--- config.mk ---
export PLATFORM = sky130hd
export DESIGN_NAME = mat_stream_loader_flat
export DESIGN_NICKNAME = d
export VERILOG_FILES = /design/src/rtl/mat_stream_loader_pkg.sv /design/src/rtl/mat_stream_loader_if.sv /design/src/rtl/mat_index_counter.sv /design/src/rtl/mat_stream_loader.sv /design/src/flat_wrapper.sv
export SDC_FILE = /design/constraint.sdc
export NUM_CORES = 1
export LEC_CHECK = 0
export ABC_AREA = 1
export CORE_ASPECT_RATIO = 0.9
export CORE_MARGIN = 2
export CORE_UTILIZATION = 44
export DETAILED_ROUTE_END_ITERATION = 10
export PLACE_DENSITY = 0.77
export SYNTH_ARGS = -nofsm -noshare
export SYNTH_HDL_FRONTEND = slang
export SYNTH_HIERARCHICAL = 1
export SYNTH_SLANG_ARGS = --single-unit
--- constraint.sdc ---
create_clock -name clk -period 2 [get_ports clk]
set_input_delay 0.4 -clock clk [delete_from_list [all_inputs] [get_ports clk]]
set_output_delay 0.4 -clock clk [all_outputs]
set_load 0.1 [all_outputs]
--- src/rtl/mat_stream_loader_pkg.sv ---
// mat_stream_loader_pkg
//   Shared linear-algebra definitions for the matrix stream loader:
//   - FP32_SIGN_BIT : bit index of the sign in an IEEE-754 single
//   - loader_state_t: loader FSM states (FILL collecting beats, FULL holding
//                     a complete matrix for the consumer)
package mat_stream_loader_pkg;

   localparam int FP32_SIGN_BIT = 31;

   typedef enum logic {
      FILL = 1'b0,
      FULL = 1'b1
   } loader_state_t;

endpackage

--- src/rtl/mat_stream_loader_if.sv ---
// mat_stream_loader_if
//   Element stream in, whole matrix out.
//   Handshake rule (both sides): a transfer happens on a rising clk edge
//   where valid && ready are both high; valid/data are held by the source
//   until that edge, and ready never depends combinationally on valid.
//   Signals:
//     in_data/in_neg/in_valid : producer -> loader, one element per beat
//     in_ready                : loader -> producer
//     out_mat/out_valid       : loader -> consumer, packed [M][N][W]
//     out_ready               : consumer -> loader
//     count                   : elements accepted into the current matrix
//   Modports: slave = loader side, master = producer/consumer side.
interface mat_stream_loader_if #(
   parameter int M = 2,
   parameter int N = 3,
   parameter int W = mat_stream_loader_pkg::FP32_SIGN_BIT + 1
);
   localparam int CNTW = $clog2(M*N+1);

   logic [W-1:0]                 in_data;
   logic                         in_neg;
   logic                         in_valid;
   logic                         in_ready;
   logic [M-1:0][N-1:0][W-1:0]   out_mat;
   logic                         out_valid;
   logic                         out_ready;
   logic [CNTW-1:0]              count;

   modport slave (
      input  in_data, in_neg, in_valid, out_ready,
      output in_ready, out_mat, out_valid, count
   );

   modport master (
      output in_data, in_neg, in_valid, out_ready,
      input  in_ready, out_mat, out_valid, count
   );

endinterface

--- src/rtl/mat_index_counter.sv ---
// mat_index_counter
//   Row/column position of the next element in a row-major M x N fill.
//   Ports:
//     clk, rst : clock, synchronous active-high reset
//     clr      : restart at element 0 (matrix handed off)
//     inc      : one element accepted this cycle
//     row, col : target position of the next element
//     idx      : elements accepted so far (0..M*N)
//     last     : the next element completes the matrix
//   After the last element idx parks at M*N and row/col return to 0 so the
//   next fill starts cleanly once clr arrives.
module mat_index_counter #(
   parameter int M = 2,
   parameter int N = 3
) (
   input  logic                              clk,
   input  logic                              rst,
   input  logic                              clr,
   input  logic                              inc,
   output logic [((M > 1) ? $clog2(M) : 1)-1:0] row,
   output logic [((N > 1) ? $clog2(N) : 1)-1:0] col,
   output logic [$clog2(M*N+1)-1:0]          idx,
   output logic                              last
);
   localparam int RW   = (M > 1) ? $clog2(M) : 1;
   localparam int CW   = (N > 1) ? $clog2(N) : 1;
   localparam int CNTW = $clog2(M*N+1);

   assign last = (idx == CNTW'(M*N-1));

   always_ff @(posedge clk) begin
      if (rst || clr) begin
         row <= '0;
         col <= '0;
         idx <= '0;
      end else if (inc) begin
         idx <= idx + 1'b1;
         if (last) begin
            row <= '0;
            col <= '0;
         end else if (col == CW'(N-1)) begin
            col <= '0;
            row <= row + 1'b1;
         end else begin
            col <= col + 1'b1;
         end
      end
   end

   // RW is only used to size the row port; keep it referenced for clarity.
   logic unused_rw;
   assign unused_rw = (RW > 0);

endmodule

--- src/rtl/mat_stream_loader.sv ---
// mat_stream_loader
//   Collects M*N elements, row-major, into a packed flop matrix and offers
//   it to a consumer. An element may be negated on entry by flipping its
//   sign bit (no NaN/zero special cases, so +0 becomes -0).
//   Ports:
//     clk, rst  : clock, synchronous active-high reset
//     bus       : mat_stream_loader_if.slave (element in, matrix out, count)
//     fsm_state : current FSM state, for observation
//   FILL accepts one element per cycle; the last one moves to FULL, where
//   inputs stall and the matrix is held until out_ready. Contents stay in
//   place after hand-off until overwritten by the next fill.
module mat_stream_loader
   import mat_stream_loader_pkg::*;
#(
   parameter int M = 2,
   parameter int N = 3,
   parameter int W = FP32_SIGN_BIT + 1
) (
   input  logic                 clk,
   input  logic                 rst,
   mat_stream_loader_if.slave   bus,
   output loader_state_t        fsm_state
);
   localparam int RW   = (M > 1) ? $clog2(M) : 1;
   localparam int CW   = (N > 1) ? $clog2(N) : 1;
   localparam int CNTW = $clog2(M*N+1);

   loader_state_t               state;
   logic                        in_ready_q;
   logic                        out_valid_q;
   logic [M-1:0][N-1:0][W-1:0]  mat_q;

   logic [RW-1:0]   row;
   logic [CW-1:0]   col;
   logic [CNTW-1:0] idx;
   logic            last;
   logic            accept;
   logic            handoff;
   logic [W-1:0]    elem;

   // in_ready_q is high exactly in FILL, so it doubles as the state gate.
   assign accept  = in_ready_q && bus.in_valid;
   assign handoff = out_valid_q && bus.out_ready;

   always_comb begin
      elem        = bus.in_data;
      elem[W-1]   = bus.in_data[W-1] ^ bus.in_neg;
   end

   mat_index_counter #(.M(M), .N(N)) u_index (
      .clk  (clk),
      .rst  (rst),
      .clr  (handoff),
      .inc  (accept),
      .row  (row),
      .col  (col),
      .idx  (idx),
      .last (last)
   );

   always_ff @(posedge clk) begin
      if (rst) begin
         state       <= FILL;
         in_ready_q  <= 1'b1;
         out_valid_q <= 1'b0;
         mat_q       <= '0;
      end else begin
         case (state)
            FILL: begin
               if (accept) begin
                  mat_q[row][col] <= elem;
                  if (last) begin
                     state       <= FULL;
                     in_ready_q  <= 1'b0;
                     out_valid_q <= 1'b1;
                  end
               end
            end
            FULL: begin
               if (handoff) begin
                  state       <= FILL;
                  in_ready_q  <= 1'b1;
                  out_valid_q <= 1'b0;
               end
            end
            default: begin
               state       <= FILL;
               in_ready_q  <= 1'b1;
               out_valid_q <= 1'b0;
            end
         endcase
      end
   end

   assign bus.in_ready  = in_ready_q;
   assign bus.out_valid = out_valid_q;
   assign bus.out_mat   = mat_q;
   assign bus.count     = idx;
   assign fsm_state     = state;

endmodule

--- src/flat_wrapper.sv ---
// flat-port wrapper written by rule: the top's interface ports become plain ports
module mat_stream_loader_flat import mat_stream_loader_pkg::*;
#(
   parameter int M = 2,
   parameter int N = 3,
   parameter int W = FP32_SIGN_BIT + 1
)
  (clk, rst, fsm_state, bus_in_data, bus_in_neg, bus_in_valid, bus_out_ready, bus_in_ready, bus_out_mat, bus_out_valid, bus_count);
  mat_stream_loader_if #(.M(M), .N(N), .W(W)) bus_i ();
  input  logic clk;
  input  logic rst;
  output loader_state_t fsm_state;
  input wire logic [$bits(bus_i.in_data)-1:0] bus_in_data;
  input wire logic [$bits(bus_i.in_neg)-1:0] bus_in_neg;
  input wire logic [$bits(bus_i.in_valid)-1:0] bus_in_valid;
  input wire logic [$bits(bus_i.out_ready)-1:0] bus_out_ready;
  output wire logic [$bits(bus_i.in_ready)-1:0] bus_in_ready;
  output wire logic [$bits(bus_i.out_mat)-1:0] bus_out_mat;
  output wire logic [$bits(bus_i.out_valid)-1:0] bus_out_valid;
  output wire logic [$bits(bus_i.count)-1:0] bus_count;
  assign bus_i.in_data = bus_in_data;
  assign bus_i.in_neg = bus_in_neg;
  assign bus_i.in_valid = bus_in_valid;
  assign bus_i.out_ready = bus_out_ready;
  assign bus_in_ready = bus_i.in_ready;
  assign bus_out_mat = bus_i.out_mat;
  assign bus_out_valid = bus_i.out_valid;
  assign bus_count = bus_i.count;
  mat_stream_loader #(.M(M), .N(N), .W(W)) u_core (.clk(clk), .rst(rst), .bus(bus_i), .fsm_state(fsm_state));
endmodule
==> results of run 1 <==
## placed cells by master, fill, tap and decap left out, types with 7 or more instances in the layout
| cell | count |
|---|---|
| clkdlybuf4s50_1 | 36 |
| nor2_4 | 7 |
| clkbuf_16 | 23 |
| nand3_1 | 10 |
| buf_12 | 15 |
| inv_1 | 50 |
| nor2_1 | 386 |
| clkbuf_1 | 8 |
| dfxtp_1 | 200 |
| nand2_1 | 404 |
| buf_4 | 204 |
## logic make-up (layout without fill, tap and decap cells)
group,after synthesis,in the layout,synth area share
AO/OA/AOI/OAI,9,9,0.00611
XOR/XNOR,2,2,0.00219
adder cells (fa/ha/maj),2,2,0.00313
buffers and inverters,111,347,0.0871
flip-flops,201,201,0.504
AND/OR/NAND/NOR,818,818,0.398
## cell type report
class / count / area (µm²)
clock buffers: 37 / 688
well taps: 240 / 300
fillers: 1684 / 7020
clock inverters: 2 / 35.0
repair buffers: 255 / 2190
inverters: 53 / 204
flip-flops and latches: 201 / 4030
multi-input cells: 831 / 3270
## state kept, by name, indices dropped and copies added (netlist names)
signal                count
u_core/u_index/idx        3
u_core/bus.out_mat      192
u_core/bus.out_valid      1
u_core/u_index/col        2
u_core/u_index/row        1
u_core/bus.in_ready       1
u_core/fsm_state          1
## power by group through the flow
stage               Combinational, mW  Clock [mW]  Sequential [mW]
floorplan                       0.539           0             5.41
global placement                 2.06           0             4.33
detailed placement               2.08           0             4.34
CTS                              2.08        4.09             4.25
global route                     2.18        4.29             4.27
finish                           2.07        4.03             4.25
## final timing paths
kind                                      start  slack, ps  cells past startpoint                              endpoint
max          u_core/u_index/idx[0]$_SDFFE_PP0P_        380                      1                          bus_count[0]
min           u_core/bus.out_valid$_SDFFE_PP0P_        480                      2     u_core/bus.out_valid$_SDFFE_PP0P_
max reg2reg  u_core/u_index/col[1]$_SDFFE_PP0P_        580                      7  u_core/bus.out_mat[144]$_SDFFE_PP0P_
min reg2reg   u_core/bus.out_valid$_SDFFE_PP0P_        480                      2     u_core/bus.out_valid$_SDFFE_PP0P_
## routing by layer
metal  up-vias  GRT usage
li1       3821          -
met1      3216      0.280
met2       206      0.329
met3        30     0.0581
met4         0     0.0502
met5         -          0
## cell usage after synthesis (all sizes together)
master	count
nand4	1
nand2	407
buf	50
a21oi	7
clkbuf	8
xor2	1
nand3	11
inv	53
xnor2	1
ha	2
dfxtp	201
o21ai	2
nor2	399
==> impl_metrics.json, run 1 <==
{
  "dr_wl_met3_um": 1650,
  "vias_per_cell": 4.49,
  "maxCapViolCount": 0,
  "drv_slew": 0,
  "antenna_cells": 0,
  "relSlewSlack": 0.703,
  "crit_required_ps": 1600,
  "synth_fp_nets": 1182,
  "synth_top_area_cell": "dfxtp_1",
  "root_buffer": "clkbuf_16",
  "rsz0062_at_grt": "no",
  "p_int_mw": 7.08,
  "yosysWarnings": 6,
  "htreeDepth": 1,
  "syn_area_um2": 7990,
  "finalCritPeriodShare": 0.808,
  "drt_iter0_drc": 405,
  "wl_per_cell_um": 12.9,
  "worstPathCellList": "buf_4",
  "cts_setup_buffers": 0,
  "critPathBufInv": 1,
  "utilization": 0.604,
  "sequentialPowerShare": 0.411,
  "port-buffer-count": 234,
  "clock_latency_ps": 500,
  "p_total_mw": 10.4,
  "dieArea_um2": 19200,
  "cts.sinks": 201,
  "min_period_ps": 1620,
  "grt-ovfl-total": 0,
  "critPathTopFamily": "flip-flops",
  "ys_types": 22,
  "p_sw_frac": 0.316,
  "ys_ff_latch": 201,
  "die_h_um": 132,
  "critPathKind": "reg -> out",
  "top_layer_used": "met4",
  "status": "completed",
  "power_frac_comb": 0.200,
  "setup_viol": 0,
  "place_inst": 1580,
  "seq_area_frac_synth": 0.504,
  "fin_worst_skew_ps": 14.2,
  "drtAntennaViolNets": 0,
  "hpwl_um": 14500,
  "grt_usage": 0.207,
  "drtPass1Iterations": 5,
  "finalHoldViolations": 0,
  "worst_path_max_delay_cell": "dfxtp_1",
  "fin_tns_setup_ps": 0,
  "hold_path.class": "reg -> reg",
  "layout-area-overhead-vs-synth_pct": 34.1,
  "vdd_ir_drop_max_mv": 0.826,
  "cp-end-kind": "output port",
  "cts_resized": 0,
  "wl_met1_um": 9270,
  "wl_met2_um": 9570,
  "chipWidth_um": 146,
  "fin_area_um2": 10700,
  "tightest_slew_ps": 443,
  "cp_data_arrival_time_ps": 1220,
  "stdcell_count": 1619,
  "rows": 46,
  "crit_fanout": 4,
  "drc": 0,
  "hold_ws_ps": 481,
  "synth_area_leaders": "dfxtp_1 (50%), nand2_1 (19%), nor2_1 (18%)",
  "initial_core_util": 0.450,
  "num_vias": 7273,
  "critPathMaxStageDelay_ps": 400,
  "cts_made_buffers": 22,
  "grt_pass1_wl_um": 32900,
  "gp_congestion": 0.800,
  "yosysTopAreaCellShare": 0.504,
  "first_global_vias": 6163,
  "fin_nets": 1403,
  "wirelength_um": 20900,
  "clockBufferDepth": 3,
  "clkTransAtPathRegs_ps": 60,
  "placed_area_um2": 9990,
  "drive_gt1_frac": 0.197,
  "io_pins": 235,
  "avgSynthCellArea_um2": 6.99,
  "final.setup.worst_slack_ps": 384,
  "power.switching_mw": 3.27,
  "fmax_ghz": 0.619,
  "antenna_found_initial": 0,
  "grt_max_degree": 49,
  "post-place-ws_ps": 77.6,
  "syn_inst": 1143,
  "hold_buffers": 0,
  "cts_tree": "yes",
  "p_per_area_nw_per_um2": 967,
  "clock_power_share": 0.389,
  "coreArea_um2": 17700,
  "p_leak_nw": 5.11,
  "critPathLaunchType": "flop"
}
(Power assumes the default switching activity.)
==> run 2: changes to the inputs <==
- clock period: 2 -> 1.6 ns (I/O delays scaled with it)
==> run 2 against run 1 <==
Cell count up 0.49%; core utilization rose by 14 points; highest routed layer unchanged; critical path type is now reg -> reg; first-iteration DRC count fell by 9.9%; largest cell class is now non-clock buffers; design area is 23% higher; largest power group unchanged; critical path depth is 6 higher; clock-buffer cell count fell by 9.
==> impl_metrics.json, run 2 (synthesis gave the netlist of run 1 again) <==
{
  "final_common_cell": "nand2_1",
  "place_inst": 1586,
  "maxCapViolCount": 0,
  "wl_per_cell_um": 14.5,
  "grt_use_met2": 0.411,
  "first_global_vias": 7252,
  "finalCritPeriodShare": 0.920,
  "met1_usage": 0.280,
  "critPathKind": "reg -> reg",
  "vdd_ir_drop_max_mv": 1.30,
  "placed_area_um2": 12500,
  "num_vias": 7634,
  "status": "completed",
  "drt_iter0_drc": 365,
  "min_period_ps": 1470,
  "drtAntennaViolNets": 0,
  "die_h_um": 132,
  "gp_congestion": 0.840,
  "coreArea_um2": 17700,
  "initial_core_util": 0.450,
  "fmax_ghz": 0.679,
  "critPathBufInv": 2,
  "vias_per_cell": 4.69,
  "grt-busiest-layer": "met2",
  "largest_reg_flops": 192,
  "wirelength_um": 23600,
  "root_buffer": "clkbuf_16",
  "crit_fanout": 40,
  "final_cell_mix": "nand2_1 (404), nor2_1 (386), buf_12 (208)",
  "critPathLaunchType": "flop",
  "io_pins": 235,
  "grt_max_degree": 99,
  "setup_viol": 0,
  "critPathMaxStageDelay_ps": 340,
  "tightest_slew_ps": 427,
  "rows": 46,
  "nFillCells": 1221,
  "cts.sinks": 201,
  "rsz0062_at_grt": "no",
  "worst_path_max_delay_cell": "dfxtp_1",
  "fin_area_um2": 13200,
  "drtPass1Iterations": 5,
  "stdcell_count": 1627,
  "hold_path.class": "reg -> reg",
  "dieArea_um2": 19200,
  "cts_tree": "yes",
  "clockBufferDepth": 3,
  "finalHoldViolations": 0,
  "critPathMostFrequentCell": "nand2_1",
  "antenna_cells": 0,
  "p_leak_nw": 5.71,
  "clock_latency_ps": 480,
  "critPathTopFamily": "simple AND/OR/NAND/NOR gates",
  "grt_usage": 0.237,
  "chipWidth_um": 146,
  "drive_gt1_frac": 0.210,
  "drv_slew": 0,
  "htreeDepth": 1,
  "hold_buffers": 0,
  "crit_required_ps": 1980,
  "cp-end-kind": "flop",
  "fin_worst_skew_ps": 7.81,
  "fin_nets": 1412,
  "antenna_found_initial": 0,
  "drc": 0,
  "cp_data_arrival_time_ps": 1850,
  "p_per_area_nw_per_um2": 1010,
  "fin_tns_setup_ps": 0,
  "port-buffer-count": 234,
  "hpwl_um": 16600,
  "grt-ovfl-total": 0,
  "layout-area-overhead-vs-synth_pct": 65.3,
  "clkTransAtPathRegs_ps": 60,
  "relSlewSlack": 0.715,
  "cts_made_buffers": 21,
  "grt_pass1_wl_um": 37400,
  "worstPathCellList": "inv_1 -> nand3_2 -> nor2_4 -> buf_12 -> nand2_1 -> nand2_1 -> nor2_1",
  "met3_usage": 0.0761
}
==> run 2: final timing paths <==
kind	start	endpoint	slack, ps	cells after the start
hold / removal	u_core/bus.out_mat[25]$_SDFFE_PP0P_	u_core/bus.out_mat[25]$_SDFFE_PP0P_	520	2
hold reg to reg	u_core/bus.out_mat[25]$_SDFFE_PP0P_	u_core/bus.out_mat[25]$_SDFFE_PP0P_	520	2
setup reg to reg	u_core/u_index/col[1]$_SDFFE_PP0P_	u_core/bus.out_mat[144]$_SDFFE_PP0P_	130	7
setup / recovery	u_core/u_index/col[1]$_SDFFE_PP0P_	u_core/bus.out_mat[144]$_SDFFE_PP0P_	130	7
==> run 2: per-layer routing <==
layer	wire length, µm	vias up
met1	9380	3483
li1	-	3833
met2	11500	269
met5	0	-
met4	712	0
met3	2090	49
==> run 2: metrics by stage <==
stage               total power, mW  hold WS [ps]  utilization  setup WS [ps]
finish                         13.4           518        0.744            128
global route                   13.9           536        0.744           55.5
CTS                            13.5           504        0.741            114
detailed placement             8.60           511        0.702           -260
global placement               8.55           507        0.702           -207
floorplan                      7.44           382            -           28.4
==> run 2: repair_timing <==
action	CTS	global route
resized for setup	0	3
buffers inserted	0	3
setup endpoints to repair	0	15
hold endpoints to repair	0	0
==> run 2: power breakdown <==
| part | switching, mW | internal [mW] | total, mW | leakage (nW) |
|---|---|---|---|---|
| logic | 2.05 | 1.05 | 3.10 | 3.73 |
| clock network | 1.95 | 2.92 | 4.87 | 0.343 |
| registers | 0.216 | 5.20 | 5.42 | 1.63 |
==> run 2: worst register-to-register path, stage by stage (launching register included) <==
cell and delay [ps]:
dfxtp_1 340, inv_1 190, nand3_2 150, nor2_4 240, buf_12 230, nand2_1 120
nand2_1 70, nor2_1 40
==> run 2: area by class of cell <==
class	instances	area, µm²	area share
sequential	201	4030	0.306
tap	240	300	0.0228
inverter	53	204	0.0155
clock buffer	28	592	0.0448
multi-input combinational	831	3270	0.248
clock inverter	9	97.6	0.00740
timing repair buffer	265	4700	0.356
==> run 3: changes to the inputs <==
- GPL_ROUTABILITY_DRIVEN: default -> 0
- GPL_TIMING_DRIVEN: default -> 1
==> results of run 3 <==
Final layout, timing and power as in run 2 (identical DEF).
